[config.mk]
export PLATFORM = sky130hd
export DESIGN_NAME = write_address_generator_flat
export DESIGN_NICKNAME = d
export VERILOG_FILES = /design/src/rtl/write_address_generator_if.sv /design/src/rtl/write_address_generator.sv /design/src/flat_wrapper.sv
export SDC_FILE = /design/constraint.sdc
export NUM_CORES = 1
export LEC_CHECK = 0
export BUFFER_PORTS_ARGS = -buffer_cell sky130_fd_sc_hd__clkbuf_2
export CORE_MARGIN = 2
export CORE_UTILIZATION = 30
export DETAILED_ROUTE_END_ITERATION = 8
export PLACE_DENSITY = 0.49
export SLEW_MARGIN = 40
export SYNTH_ARGS = -nofsm -noshare
export SYNTH_HDL_FRONTEND = slang
export SYNTH_SLANG_ARGS = --single-unit
[constraint.sdc]
create_clock -name clk -period 3.3 [get_ports clk]
set_clock_uncertainty 0.2 [all_clocks]
set_input_delay 0.825 -clock clk [delete_from_list [all_inputs] [get_ports clk]]
set_output_delay 0.825 -clock clk [all_outputs]
set_load 0.005 [all_outputs]
[src/rtl/write_address_generator_if.sv]
// Write-address-generator bus: filter/IFMap write handshakes, row release and published row window.
interface write_address_generator_if #(
   parameter int FILTER_ADDR_WIDTH = 6,
   parameter int IFMAP_ADDR_WIDTH  = 5
);
   logic                         start;
   logic [FILTER_ADDR_WIDTH-1:0] filter_words;
   logic                         filter_valid;
   logic                         filter_ready;
   logic                         wen_Filter;
   logic [FILTER_ADDR_WIDTH-1:0] waddr_Filter;
   logic                         ifmap_valid;
   logic                         ifmap_last;
   logic                         ifmap_ready;
   logic                         wen_IFMap;
   logic [IFMAP_ADDR_WIDTH-1:0]  waddr_IFMap;
   logic                         row_done;
   logic [IFMAP_ADDR_WIDTH-1:0]  start_data;
   logic [IFMAP_ADDR_WIDTH-1:0]  end_data;
   logic                         valid_end;
   logic                         full;
   logic                         overflow;

   modport master (
      output start, filter_words, filter_valid, ifmap_valid, ifmap_last, row_done,
      input  filter_ready, wen_Filter, waddr_Filter, ifmap_ready, wen_IFMap, waddr_IFMap,
             start_data, end_data, valid_end, full, overflow
   );

   modport slave (
      input  start, filter_words, filter_valid, ifmap_valid, ifmap_last, row_done,
      output filter_ready, wen_Filter, waddr_Filter, ifmap_ready, wen_IFMap, waddr_IFMap,
             start_data, end_data, valid_end, full, overflow
   );
endinterface

[src/rtl/write_address_generator.sv]
// Write-side scratchpad address generator: linear filter load, then circular IFMap row streaming
// with one published row and at most one prefetched row.
module write_address_generator #(
   parameter int FILTER_ADDR_WIDTH = 6,
   parameter int IFMAP_ADDR_WIDTH  = 5,
   parameter int IFMAP_DEPTH       = 32
) (
   input logic                      clk,
   input logic                      rst,
   write_address_generator_if.slave bus
);
   localparam int OW = IFMAP_ADDR_WIDTH + 1;
   localparam logic [IFMAP_ADDR_WIDTH-1:0] LAST_ADDR = IFMAP_ADDR_WIDTH'(IFMAP_DEPTH - 1);
   localparam logic [OW-1:0] DEPTH_CNT = OW'(IFMAP_DEPTH);
   localparam logic [OW-1:0] MAX_LEN_M1 = OW'(IFMAP_DEPTH - 1);

   typedef enum logic [2:0] {IDLE, FILTER, FIRST_ROW, PREFETCH, HOLD} state_t;

   state_t                       state, state_nxt;
   logic [FILTER_ADDR_WIDTH-1:0] fcnt, waddr_f;
   logic [IFMAP_ADDR_WIDTH-1:0]  waddr_i, rbase, pend_base, pend_end, start_data_r, end_data_r;
   logic [OW-1:0]                rlen, occ, occ_nxt, cur_len, pend_len;
   logic                         valid_end_r, full_r, overflow_r;
   logic                         filter_ready, ifmap_ready, wen_f, wen_i;
   logic                         last_wr, free, publish_now, hold_now, publish_pend;

   function automatic logic [IFMAP_ADDR_WIDTH-1:0] wrap_inc(input logic [IFMAP_ADDR_WIDTH-1:0] a);
      return (a == LAST_ADDR) ? '0 : a + IFMAP_ADDR_WIDTH'(1);
   endfunction

   assign filter_ready = (state == FILTER);
   assign ifmap_ready  = ((state == FIRST_ROW) || (state == PREFETCH)) && !full_r && !overflow_r;
   assign wen_f        = bus.filter_valid && filter_ready;
   assign wen_i        = bus.ifmap_valid && ifmap_ready;
   assign last_wr      = wen_i && bus.ifmap_last;
   // row_done only frees a row that is actually published
   assign free         = bus.row_done && valid_end_r;
   assign publish_now  = last_wr && (!valid_end_r || free);
   assign hold_now     = last_wr && valid_end_r && !free;
   assign publish_pend = free && (state == HOLD);
   assign occ_nxt      = occ + (wen_i ? OW'(1) : '0) - (free ? cur_len : '0);

   always_comb begin
      state_nxt = state;
      case (state)
         IDLE:      if (bus.start) state_nxt = (bus.filter_words != '0) ? FILTER : FIRST_ROW;
         FILTER:    if (wen_f && (waddr_f == fcnt - FILTER_ADDR_WIDTH'(1))) state_nxt = FIRST_ROW;
         FIRST_ROW: if (last_wr) state_nxt = PREFETCH;
         PREFETCH:  if (hold_now) state_nxt = HOLD;
         HOLD:      if (free) state_nxt = PREFETCH;
         default:   state_nxt = IDLE;
      endcase
   end

   always_ff @(posedge clk) begin
      if (!rst) begin
         state        <= IDLE;
         fcnt         <= '0;
         waddr_f      <= '0;
         waddr_i      <= '0;
         rbase        <= '0;
         rlen         <= '0;
         occ          <= '0;
         cur_len      <= '0;
         pend_base    <= '0;
         pend_end     <= '0;
         pend_len     <= '0;
         start_data_r <= '0;
         end_data_r   <= '0;
         valid_end_r  <= 1'b0;
         full_r       <= 1'b0;
         overflow_r   <= 1'b0;
      end else begin
         state  <= state_nxt;
         occ    <= occ_nxt;
         full_r <= (occ_nxt == DEPTH_CNT);
         if ((state == IDLE) && bus.start) begin
            fcnt    <= bus.filter_words;
            waddr_f <= '0;
         end
         if (wen_f) waddr_f <= waddr_f + FILTER_ADDR_WIDTH'(1);
         if (wen_i) begin
            waddr_i <= wrap_inc(waddr_i);
            if (bus.ifmap_last) begin
               rlen  <= '0;
               rbase <= wrap_inc(waddr_i);
            end else begin
               rlen <= rlen + OW'(1);
               if (rlen == MAX_LEN_M1) overflow_r <= 1'b1;
            end
         end
         // A completed row goes straight to the read side when nothing is published (or it is being freed)
         if (publish_now) begin
            start_data_r <= rbase;
            end_data_r   <= waddr_i;
            cur_len      <= rlen + OW'(1);
            valid_end_r  <= 1'b1;
         end else if (hold_now) begin
            pend_base <= rbase;
            pend_end  <= waddr_i;
            pend_len  <= rlen + OW'(1);
         end else if (publish_pend) begin
            start_data_r <= pend_base;
            end_data_r   <= pend_end;
            cur_len      <= pend_len;
         end else if (free) begin
            valid_end_r <= 1'b0;
         end
      end
   end

   assign bus.filter_ready = filter_ready;
   assign bus.wen_Filter   = wen_f;
   assign bus.waddr_Filter = waddr_f;
   assign bus.ifmap_ready  = ifmap_ready;
   assign bus.wen_IFMap    = wen_i;
   assign bus.waddr_IFMap  = waddr_i;
   assign bus.start_data   = start_data_r;
   assign bus.end_data     = end_data_r;
   assign bus.valid_end    = valid_end_r;
   assign bus.full         = full_r;
   assign bus.overflow     = overflow_r;
endmodule

[src/flat_wrapper.sv]
// flat-port wrapper written by rule: the top's interface ports become plain ports
module write_address_generator_flat 
#(
   parameter int FILTER_ADDR_WIDTH = 6,
   parameter int IFMAP_ADDR_WIDTH  = 5,
   parameter int IFMAP_DEPTH       = 32
)
  (clk, rst, bus_start, bus_filter_words, bus_filter_valid, bus_ifmap_valid, bus_ifmap_last, bus_row_done, bus_filter_ready, bus_wen_Filter, bus_waddr_Filter, bus_ifmap_ready, bus_wen_IFMap, bus_waddr_IFMap, bus_start_data, bus_end_data, bus_valid_end, bus_full, bus_overflow);
  write_address_generator_if #(.FILTER_ADDR_WIDTH(FILTER_ADDR_WIDTH), .IFMAP_ADDR_WIDTH(IFMAP_ADDR_WIDTH)) bus_i ();
  input logic clk;
  input logic rst;
  input wire logic [$bits(bus_i.start)-1:0] bus_start;
  input wire logic [$bits(bus_i.filter_words)-1:0] bus_filter_words;
  input wire logic [$bits(bus_i.filter_valid)-1:0] bus_filter_valid;
  input wire logic [$bits(bus_i.ifmap_valid)-1:0] bus_ifmap_valid;
  input wire logic [$bits(bus_i.ifmap_last)-1:0] bus_ifmap_last;
  input wire logic [$bits(bus_i.row_done)-1:0] bus_row_done;
  output wire logic [$bits(bus_i.filter_ready)-1:0] bus_filter_ready;
  output wire logic [$bits(bus_i.wen_Filter)-1:0] bus_wen_Filter;
  output wire logic [$bits(bus_i.waddr_Filter)-1:0] bus_waddr_Filter;
  output wire logic [$bits(bus_i.ifmap_ready)-1:0] bus_ifmap_ready;
  output wire logic [$bits(bus_i.wen_IFMap)-1:0] bus_wen_IFMap;
  output wire logic [$bits(bus_i.waddr_IFMap)-1:0] bus_waddr_IFMap;
  output wire logic [$bits(bus_i.start_data)-1:0] bus_start_data;
  output wire logic [$bits(bus_i.end_data)-1:0] bus_end_data;
  output wire logic [$bits(bus_i.valid_end)-1:0] bus_valid_end;
  output wire logic [$bits(bus_i.full)-1:0] bus_full;
  output wire logic [$bits(bus_i.overflow)-1:0] bus_overflow;
  assign bus_i.start = bus_start;
  assign bus_i.filter_words = bus_filter_words;
  assign bus_i.filter_valid = bus_filter_valid;
  assign bus_i.ifmap_valid = bus_ifmap_valid;
  assign bus_i.ifmap_last = bus_ifmap_last;
  assign bus_i.row_done = bus_row_done;
  assign bus_filter_ready = bus_i.filter_ready;
  assign bus_wen_Filter = bus_i.wen_Filter;
  assign bus_waddr_Filter = bus_i.waddr_Filter;
  assign bus_ifmap_ready = bus_i.ifmap_ready;
  assign bus_wen_IFMap = bus_i.wen_IFMap;
  assign bus_waddr_IFMap = bus_i.waddr_IFMap;
  assign bus_start_data = bus_i.start_data;
  assign bus_end_data = bus_i.end_data;
  assign bus_valid_end = bus_i.valid_end;
  assign bus_full = bus_i.full;
  assign bus_overflow = bus_i.overflow;
  write_address_generator #(.FILTER_ADDR_WIDTH(FILTER_ADDR_WIDTH), .IFMAP_ADDR_WIDTH(IFMAP_ADDR_WIDTH), .IFMAP_DEPTH(IFMAP_DEPTH)) u_core (.clk(clk), .rst(rst), .bus(bus_i));
endmodule
# After elaboration in Yosys (flattened, before gate mapping)
# Index checks and enable logic that the tools add are counted.
dict set report op_classes {
  n_addsub 6
  n_eq_ne 15
  muxes 26
  bitwise 2
  n_reduce_logical 29
}
# op count
set op_table {}
lappend op_table {{2-to-1 mux 6 bit} 7}
lappend op_table {{2-to-1 mux 5 bit} 7}
lappend op_table {{2-to-1 mux 3 bit} 5}
lappend op_table {{case mux 3 bit (5 select lines)} 1}
lappend op_table {{adder 6 x 1 -> 6 bit, second input constant} 2}
lappend op_table {{logical AND 1 bit} 12}
lappend op_table {{inequality test 2 x 1 -> 1 bit, second input constant} 5}
lappend op_table {{adder 6 bit} 1}
lappend op_table {{== test 3 x 2 -> 1 bit, second input constant} 2}
lappend op_table {{== test 6 x 5 -> 1 bit, second input constant} 1}
lappend op_table {{== test 6 bit} 1}
lappend op_table {{== test 6 bit, second input constant} 1}
lappend op_table {{AND reduction 2 bit} 3}
lappend op_table {{AND reduction 3 bit} 2}
lappend op_table {{nonzero test 2 bit} 3}
lappend op_table {{nonzero test 6 bit} 1}
lappend op_table {{subtractor 6 x 1 -> 6 bit, second input constant} 1}
lappend op_table {{subtractor 6 bit} 1}
lappend op_table {{adder 5 x 1 -> 5 bit, second input constant} 1}
lappend op_table {{== test 5 bit, second input constant} 1}
lappend op_table {{2-to-1 mux 1 bit} 5}
lappend op_table {{AND reduction 5 bit} 1}
lappend op_table {{logical NOT 1 bit} 4}
lappend op_table {{inequality test 2 bit, second input constant} 2}
lappend op_table {{other kinds (6)} 8}
dict set report word_totals {
  ff_bits 72
  inputBits 13
  output_inout_bits 28
  elab_cells 94
}

# Longest topological paths before layout
# Gate-level depths: netlist of run 1.
dict set report depth {
  word_depth 10
  depth_mapped 12
}

# Worst setup path before layout of run 1
# OpenSTA, ideal clock, no wires.
dict set report synth_path {
  path_type {in2reg}
  start {in bus_row_done}
  end {reg u_core.full_r (netlist: u_core.bus.full)}
  arrival_ns 2.802
  slack_ns 0.206
  path_stages 10
  path_buffers 1
  cell_sequence {and2_1 clkbuf_1 nand2_1 ha_1 ha_1 a21o_1 a21oi_1 xnor2_1 or4_1 nor4_1}
}
dict set report synth_between {
  elab_chain_len 4
}
# element line_no
set synth_lines {}
lappend synth_lines {{start, declared} flat_wrapper.sv:17} ;# input wire logic [$bits(bus_i.row_done)-1:0] bus_row_done;
lappend synth_lines {{logical AND 1 bit} write_address_generator.sv:37} ;# assign free = bus.row_done && valid_end_r;
lappend synth_lines {{2-to-1 mux 6 bit} write_address_generator.sv:41} ;# assign occ_nxt = occ + (wen_i ? OW'(1) : '0) - (free ? cur_len : '0);
lappend synth_lines {{subtractor 6 bit} write_address_generator.sv:41}
lappend synth_lines {{== test 6 bit} write_address_generator.sv:76} ;# full_r <= (occ_nxt == DEPTH_CNT);
lappend synth_lines {{end signal, assigned} write_address_generator.sv:76}
lappend synth_lines {{end, declared} write_address_generator.sv:23} ;# logic valid_end_r, full_r, overflow_r;
# No other way between the ends.
# A chain may end at the register's enable or synchronous reset.

# Worst setup path after layout of run 1
dict set report layout_path {
  start {reg u_core.state[2]}
  end {reg u_core.full_r (netlist: u_core.bus.full)}
}
dict set report layout_between {
  elab_chain_len 9
  elab_cells_between_ends 10
}
# element line_no
set layout_lines {}
lappend layout_lines {{start, declared} write_address_generator.sv:19} ;# state_t state, state_nxt;
lappend layout_lines {{start signal, assigned} write_address_generator.sv:74} ;# state <= state_nxt;
lappend layout_lines {{== test 3 x 2 -> 1 bit} write_address_generator.sv:32} ;# assign ifmap_ready = ((state == FIRST_ROW) || (state == PREFETCH)) && !full_r && !overflow_r;
lappend layout_lines {{logical OR 1 bit *} write_address_generator.sv:32}
lappend layout_lines {{logical AND 1 bit * (2 in a row)} write_address_generator.sv:32}
lappend layout_lines {{logical AND 1 bit *} write_address_generator.sv:34} ;# assign wen_i = bus.ifmap_valid && ifmap_ready;
lappend layout_lines {{2-to-1 mux 1 bit *} write_address_generator.sv:41}
lappend layout_lines {{adder 6 bit *} write_address_generator.sv:41}
lappend layout_lines {{subtractor 6 bit *} write_address_generator.sv:41}
lappend layout_lines {{== test 6 bit *} write_address_generator.sv:76}
# Every way passes the cells marked *; elsewhere a longest branch is shown, timed or not.

==> reports/metrics.yaml, run 1 <==
die:
  die_x_um: 111
  num_rows: 38
  pin_count: 41
  coreArea_um2: 11000
  die_h_um: 111
  initial_utilization: 0.311
  die_area_um2: 12300
yosys:
  syn_nets: 433
  syn_area_um2: 3420
  syn_inst: 404
  syn_avg_cell_area_um2: 8.46
  synth.top_cell.area_share: 0.422
  async_flop_share: 0
  synth_cell_types: 48
  netlist_top_cells_count: "dfxtp_1, nand2_1, a21oi_1, nor2_1"
  synth_top_cell_by_area: "dfxtp_1"
  yosys_warnings: 0
  ys.flop_type: "dfxtp_1"
  synth.area.top_cells: "dfxtp_1, a21oi_1, nand2_1, ha_1, nor2_1"
  yosysMostFrequentCell: "dfxtp_1"
  yosysSeqAreaShare: 0.422
  ys_ff_latch: 72
  synth_edf_count: 0
place:
  place_congestion: 0.822
  postPlaceCellArea_um2: 3790
  numPortBuffers: 40
  hpwlAfterDp_um: 5820
cts:
  post_cts_buffers: 0
  cts_sinks: 72
  hold_buffers: 0
  numCtsBuffers: 9
  clockBufferDepth: 2
  cts_tree: "yes"
  clk_pin_slew_worst_paths_ps: 60
  cts-root-buf: "clkbuf_16"
  cts.htree.levels: 3
  cts_resized: 0
  clock_latency_ps: 340
final_layout:
  multi_input_area_um2: 1850
  final_area_um2: 4100
  syn_to_final_growth_pct: 20.0
  nets: 478
  fillers: 1105
  antenna_cells: 0
  ff_latch_area_um2: 1440
  drive_above_1_share: 0.183
route:
  final_antenna_net_count: 0
  dr.first_iter.drc_count: 180
  detail_route.vias_per_cell: 4.94
  vias: 2930
  finalWirelength_um: 8280
  wl_per_cell_um: 14.0
  dr.pass1.iters: 4
  route.detailed.drc: 0
min_path:
  hold-path-cell-count: 2
  hold_end: "u_core.pend_base[1]$_SDFFE_PN0P_"
  worstHoldPathType: "reg2reg"
  min_from: "u_core.pend_base[1]$_SDFFE_PN0P_"
timing:
  slew_headroom: 0.523
  rsz0062_at_grt: "false"
  worst_pin_slew_ps: 712
  fin_crit_ps: 2910
  setup_tns_ps: 0
  slew_viol_final: 0
  finalCritPeriodShare: 0.880
  setup_viol: 0
  fmax_ghz: 0.344
  finalHoldViolations: 0
critical_path:
  r2r-start: "u_core.state[2]$_SDFFE_PN0P_"
  reg2reg_slack_ps: 390
  criticalPathCategory: "reg2reg"
  arrival_ps: 2950
  cp_max_fo: 10
  cp_data_required_time_ps: 3340
  worstRegToRegCells: 9
  r2r_end: "u_core.bus.full$_SDFF_PN0_"
  cp-start-kind: "flop"
  cp-end-kind: "flop"
  startpoint: "u_core.state[2]$_SDFFE_PN0P_"
grt:
  grt_overflow: 0
  grt_pass1_wl_um: 14100
  antenna_found_initial: 0
  grt_util_all_layers: 0.142
  grt_pass1_vias: 2764
  grt_max_degree: 49
pwr:
  pwr_density_cell_nw_per_um2: 614
  ir_drop_mv: 0.314
  leakagePower_uw: 0.00158
status:
  outcome: "complete, no violations"
job:
  cap_violations: 0
placed cells by master (no fill, tap or decap), types with 7 or more instances in the layout:
| master | n |
|---|---|
| dfxtp_1 | 72 |
| buf_4 | 13 |
| nand3_1 | 10 |
| a22oi_1 | 12 |
| a21oi_1 | 50 |
| o21ai_0 | 7 |
| and2_1 | 8 |
| mux2i_1 | 10 |
| nor3_1 | 15 |
| clkbuf_16 | 9 |
| xnor2_1 | 14 |
| nor2_1 | 44 |
| ha_1 | 15 |
| clkbuf_2 | 40 |
| nand2_1 | 64 |
registers in the layout, summed over array words and instances (netlist names):
name	count
u_core.bus.overflow	1
u_core.cur_len	6
u_core.rlen	6
u_core.state	3
u_core.bus.full	1
u_core.fcnt	6
u_core.bus.valid_end	1
u_core.occ	6
u_core.bus.start_data	5
u_core.rbase	5
u_core.pend_len	6
u_core.pend_base	5
u_core.bus.end_data	5
u_core.bus.waddr_Filter	6
u_core.pend_end	5
u_core.bus.waddr_IFMap	5
cell type report:
class,instances,share of cell area
Multi-Input combinational cell,305,0.450
Sequential cell,72,0.351
Timing Repair Buffer,53,0.0726
Clock buffer,10,0.0558
Tap cell,140,0.0427
Clock inverter,5,0.0201
Inverter,8,0.00732
per-layer routing:
| layer | up-vias | routed length [um] | track usage |
|---|---|---|---|
| li1 | 1510 | - | - |
| met4 | 0 | 123 | 0.0400 |
| met1 | 1345 | 4030 | 0.183 |
| met3 | 14 | 374 | 0.0481 |
| met5 | - | 0 | 0 |
| met2 | 61 | 3750 | 0.225 |
through the flow:
step	worst slack, ps	total power [uW]	hold slack (ps)	util	cells
global placement	123	1510	242	0.345	578
global route	154	2660	275	0.373	593
detailed placement	85.6	1510	246	0.345	578
finish	394	2520	251	0.373	593
CTS	388	2560	254	0.373	593
floorplan	206	1370	236	-	404
worst max path at each step:
| stage | end | slack, ps |
|---|---|---|
| final | u_core.bus.full$_SDFF_PN0_ | 390 |
| after global routing | u_core.bus.full$_SDFF_PN0_ | 150 |
| after CTS | u_core.bus.full$_SDFF_PN0_ | 390 |
| after detailed placement | u_core.bus.full$_SDFF_PN0_ | 90 |
| after floorplan | u_core.bus.full$_SDFF_PN0_ | 210 |
| after global placement | u_core.bus.full$_SDFF_PN0_ | 120 |
report_power, final:
part	switching [uW]	leakage [uW]	internal, uW
logic	285	0.000849	226
clock network	366	0.000153	658
registers	60.4	0.000582	924
total	711	0.00158	1810
logic make-up (layout without fill, tap and decap cells):
kind of cell | Yosys count | after routing | share of synthesized area
simple gates | 170 | 170 | 0.237
compound gates | 89 | 89 | 0.162
flops | 72 | 72 | 0.422
buf+inv | 27 | 76 | 0.0384
xor+xnor | 20 | 20 | 0.0512
fa+ha+maj | 16 | 16 | 0.0608
mux | 10 | 10 | 0.0293
worst max-delay path, cell delays in order (launching register included):
cell and delay, ps:
dfxtp_1 410, nor4b_4 420, nand2_2 100, ha_1 280, inv_1 40, ha_1 200
fa_1 420, xor2_1 170, or4_1 400, nor4_1 160
Power figures use the tool's default switching activity.
==> run 2, diff against run 1 <==
--- a/config.mk
+++ b/config.mk
@@ -6,6 +6,7 @@
 export NUM_CORES = 1
 export LEC_CHECK = 0
 export BUFFER_PORTS_ARGS = -buffer_cell sky130_fd_sc_hd__clkbuf_2
+export CORE_ASPECT_RATIO = 0.8
 export CORE_MARGIN = 2
 export CORE_UTILIZATION = 30
 export DETAILED_ROUTE_END_ITERATION = 8
==> reports/metrics.yaml, run 2 (synthesis gave the netlist of run 1 again) <==
final_layout:
  syn_to_final_growth_pct: 21.4
  nets: 478
  layout_commonest_cell: "dfxtp_1"
  antenna_cells: 0
  drive_above_1_share: 0.187
  final_area_um2: 4150
  final_cell_mix: "dfxtp_1, nand2_1, a21oi_1, nor2_1, clkbuf_2"
timing:
  finalCritPeriodShare: 0.899
  setup_tns_ps: 0
  worst_pin_slew_ps: 735
  fmax_ghz: 0.337
  slew_headroom: 0.510
  whs_ps: 255
  fin_crit_ps: 2970
  setup_ws_ps: 334
  rsz0062_at_grt: "false"
  finalHoldViolations: 0
  setup_viol: 0
  slew_viol_final: 0
pwr:
  finalPower_uw: 2650
  ir_drop_mv: 0.328
  leakagePower_uw: 0.00160
  netSwitchingPower_uw: 714
  comb_power_share: 0.196
  switching_share: 0.270
  seqPwrFrac: 0.372
  clkPwrFrac: 0.432
  pwr_density_cell_nw_per_um2: 638
  p_int_uw: 1930
die:
  die_area_um2: 12300
  initial_utilization: 0.311
  die_h_um: 99.5
  pin_count: 41
  die_x_um: 123
  coreArea_um2: 11000
  num_rows: 34
grt:
  grt_util_all_layers: 0.144
  grt_pass1_vias: 2742
  grt_max_degree: 49
  grt_overflow: 0
  antenna_found_initial: 0
  grt_pass1_wl_um: 13800
place:
  place_congestion: 0.772
  dpl_worst_slack_ps: 17.4
  hpwlAfterDp_um: 5920
  postPlaceCellArea_um2: 3790
  numPortBuffers: 40
cts:
  clk_pin_slew_worst_paths_ps: 50
  cts.htree.levels: 3
  cts-root-buf: "clkbuf_16"
  cts_tree: "yes"
  numCtsBuffers: 9
  post_cts_buffers: 0
  clockBufferDepth: 2
  cts_sinks: 72
  hold_buffers: 0
  clock_latency_ps: 340
  cts_resized: 0
route:
  met2_length_um: 3360
  dr.first_iter.drc_count: 171
  detail_route.vias_per_cell: 4.88
  final_antenna_net_count: 0
  wl_per_cell_um: 13.8
  dr.pass1.iters: 4
  topRoutingLayerUsed: "met4"
  vias: 2917
  route.met3.wl_um: 418
  wl_met1_um: 4330
  finalWirelength_um: 8240
  route.detailed.drc: 0
critical_path:
  arrival_ps: 3000
  cp_max_fo: 6
  criticalPathCategory: "in2reg"
  cp-end-kind: "flop"
  cp-start-kind: "input port"
  cp_data_required_time_ps: 3330
job:
  cap_violations: 0
min_path:
  worstHoldPathType: "reg2reg"
status:
  outcome: "complete, no violations"
run 2: path summary, 6_finish.rpt:
check        slack, ps                                     to  depth (start not counted)                                   from
max reg2reg        440             u_core.bus.full$_SDFF_PN0_                          9           u_core.state[2]$_SDFFE_PN0P_
min                250  u_core.bus.start_data[0]$_SDFFE_PN0P_                          2  u_core.bus.start_data[0]$_SDFFE_PN0P_
min reg2reg        250  u_core.bus.start_data[0]$_SDFFE_PN0P_                          2  u_core.bus.start_data[0]$_SDFFE_PN0P_
max                330             u_core.bus.full$_SDFF_PN0_                         10                           bus_row_done
run 2: worst max-delay path, cell delays in order:
cell and delay (ps):
clkbuf_2 150, and2_1 160, nand2_1 60, ha_1 320
ha_1 310, a21o_1 180, a21oi_1 220, xnor2_1 100
or4_1 490, nor4_1 190
run 2: metrics by stage:
stage,utilization,instances
finish,0.378,598
global route,0.378,598
CTS,0.378,598
detailed placement,0.346,582
global placement,0.346,582
floorplan,-,404
run 2: final cells by class:
cell class / instances / area, um^2
Tap cell: 144 / 180
Clock inverter: 5 / 103
Sequential cell: 72 / 1440
Multi-Input combinational cell: 305 / 1850
Clock buffer: 11 / 253
Inverter: 8 / 30.0
Fill cell: 1142 / 6830
Timing Repair Buffer: 53 / 298
run 2: per-layer routing:
layer	GRT usage	vias up
li1	-	1511
met1	0.204	1332
met2	0.206	62
met3	0.0464	12
met4	0.0481	0
met5	0	-
run 2: power by group through the flow:
| stage | Combinational (uW) | Clock, uW | Sequential [uW] |
|---|---|---|---|
| 2_1_floorplan | 386 | 0 | 982 |
| 3_3_place_gp | 516 | 0 | 1000 |
| 3_5_place_dp | 518 | 0 | 1000 |
| 4_1_cts | 522 | 1170 | 984 |
| 5_1_grt | 585 | 1210 | 994 |
| 6_report | 520 | 1140 | 985 |
==> run 3, diff against run 2 <==
--- a/config.mk
+++ b/config.mk
@@ -6,11 +6,13 @@
 export NUM_CORES = 1
 export LEC_CHECK = 0
 export BUFFER_PORTS_ARGS = -buffer_cell sky130_fd_sc_hd__clkbuf_2
+export CELL_PAD_IN_SITES_DETAIL_PLACEMENT = 1
+export CELL_PAD_IN_SITES_GLOBAL_PLACEMENT = 1
 export CORE_ASPECT_RATIO = 0.8
 export CORE_MARGIN = 2
 export CORE_UTILIZATION = 30
 export DETAILED_ROUTE_END_ITERATION = 8
-export PLACE_DENSITY = 0.49
+export PLACE_DENSITY = 0.6
 export SLEW_MARGIN = 40
 export SYNTH_ARGS = -nofsm -noshare
 export SYNTH_HDL_FRONTEND = slang
==> reports/metrics.yaml, run 3 (synthesis gave the netlist of run 1 again) <==
grt:
  grt_pass1_vias: 3073
  grt_max_degree: 58
  grt_pass1_wl_um: 15300
  grt_overflow: 0
  antenna_found_initial: 0
  grt_util_all_layers: 0.159
cts:
  clk_pin_slew_worst_paths_ps: 50
  cts_tree: "yes"
  post_cts_buffers: 0
  clockBufferDepth: 2
  numCtsBuffers: 9
  cts-root-buf: "clkbuf_16"
  clock_latency_ps: 330
  cts.htree.levels: 3
  cts_resized: 0
  cts_sinks: 72
  hold_buffers: 0
timing:
  finalCritPeriodShare: 0.901
  worst_pin_slew_ps: 720
  fmax_ghz: 0.336
  setup_tns_ps: 0
  whs_ps: 252
  fin_crit_ps: 2970
  rsz0062_at_grt: "false"
  slew_headroom: 0.519
  slew_viol_final: 0
  setup_viol: 0
  finalHoldViolations: 0
place:
  numPortBuffers: 40
  place_congestion: 0.789
  postPlaceCellArea_um2: 3770
  hpwlAfterDp_um: 6510
pwr:
  comb_power_share: 0.214
  leakagePower_uw: 0.00154
  ir_drop_mv: 0.277
  pwr_density_cell_nw_per_um2: 600
  seqPwrFrac: 0.407
  p_int_uw: 1730
  clkPwrFrac: 0.379
  switching_share: 0.288
  netSwitchingPower_uw: 697
critical_path:
  crit_path_top_delay_cell: "nor4b_4"
  slowest_delay_ps: 460
  crit_family: "simple AND/OR/NAND/NOR gates"
  crit_buf_inv: 1
  criticalPathCategory: "reg2reg"
  cp-start-kind: "flop"
  arrival_ps: 3000
  cp_data_required_time_ps: 3330
  cp-end-kind: "flop"
  crit_top_cell: "ha_1"
  cp_cell_sequence: "nor4b_4 -> nand2_2 -> ha_1 -> inv_1 -> ha_1 -> fa_1 -> xor2_1 -> or4_1 -> nor4_1"
  cp_max_fo: 10
final_layout:
  layout_commonest_cell: "dfxtp_1"
  antenna_cells: 0
  syn_to_final_growth_pct: 18.3
  final_cell_mix: "dfxtp_1, nand2_1, a21oi_1, nor2_1, clkbuf_2"
  fillers: 1326
  nets: 475
  drive_above_1_share: 0.169
  final_area_um2: 4040
route:
  vias: 2963
  final_antenna_net_count: 0
  dr.pass1.iters: 4
  detail_route.vias_per_cell: 5.00
  finalWirelength_um: 8990
  dr.first_iter.drc_count: 147
  route.detailed.drc: 0
  wl_per_cell_um: 15.2
status:
  outcome: "complete, no violations"
die:
  num_rows: 34
  initial_utilization: 0.311
  die_area_um2: 12300
  die_x_um: 123
  coreArea_um2: 11000
  pin_count: 41
  die_h_um: 99.5
job:
  cap_violations: 0
min_path:
  worstHoldPathType: "reg2reg"
## run 3: per-layer routing
layer / share of wire / vias up / GRT usage
met1: 0.48 / 1420 / 0.204
met4: 0.0085 / 0 / 0.0393
met3: 0.036 / 10 / 0.0413
met5: 0 / - / 0
met2: 0.47 / 39 / 0.266
li1: - / 1494 / -
## run 3: path summary, 6_finish.rpt
kind / from / endpoint / slack, ps / depth (start not counted)
min reg2reg: u_core.bus.end_data[1]$_SDFFE_PN0P_ / u_core.bus.end_data[1]$_SDFFE_PN0P_ / 250 / 2
max: u_core.state[2]$_SDFFE_PN0P_ / u_core.bus.full$_SDFF_PN0_ / 330 / 9
min: u_core.bus.end_data[1]$_SDFFE_PN0P_ / u_core.bus.end_data[1]$_SDFFE_PN0P_ / 250 / 2
max reg2reg: u_core.state[2]$_SDFFE_PN0P_ / u_core.bus.full$_SDFF_PN0_ / 330 / 9
## run 3: cell type report
cell class / instances / area [um^2] / share of cell area
multi-input combinational: 305 / 1850 / 0.457
sequential: 72 / 1440 / 0.357
timing repair buffer: 50 / 275 / 0.0681
clock buffer: 13 / 240 / 0.0594
tap: 144 / 180 / 0.0446
clock inverter: 1 / 30.0 / 0.00743
inverter: 8 / 30.0 / 0.00743
## run 3: stage by stage
stage	total power, uW	setup slack, ps	std cells	util
finish	2430	327	593	0.368
global route	2570	111	593	0.368
CTS	2470	306	593	0.368
detailed placement	1530	22.7	579	0.344
global placement	1510	111	579	0.344
floorplan	1370	206	404	-
## run 3: worst reg2reg max path: stages (launching register included)
cell	delay, ps
dfxtp_1	410
nor4b_4	470
nand2_2	110
ha_1	290
inv_1	40
ha_1	200
fa_1	420
xor2_1	170
or4_1	390
nor4_1	180
## run 3: power by group through the flow
| stage | clock (uW) | sequential (uW) | combinational (uW) |
|---|---|---|---|
| 2_1_floorplan | 0 | 982 | 386 |
| 3_3_place_gp | 0 | 1000 | 511 |
| 3_5_place_dp | 0 | 1000 | 527 |
| 4_1_cts | 951 | 987 | 528 |
| 5_1_grt | 987 | 997 | 589 |
| 6_report | 919 | 987 | 520 |
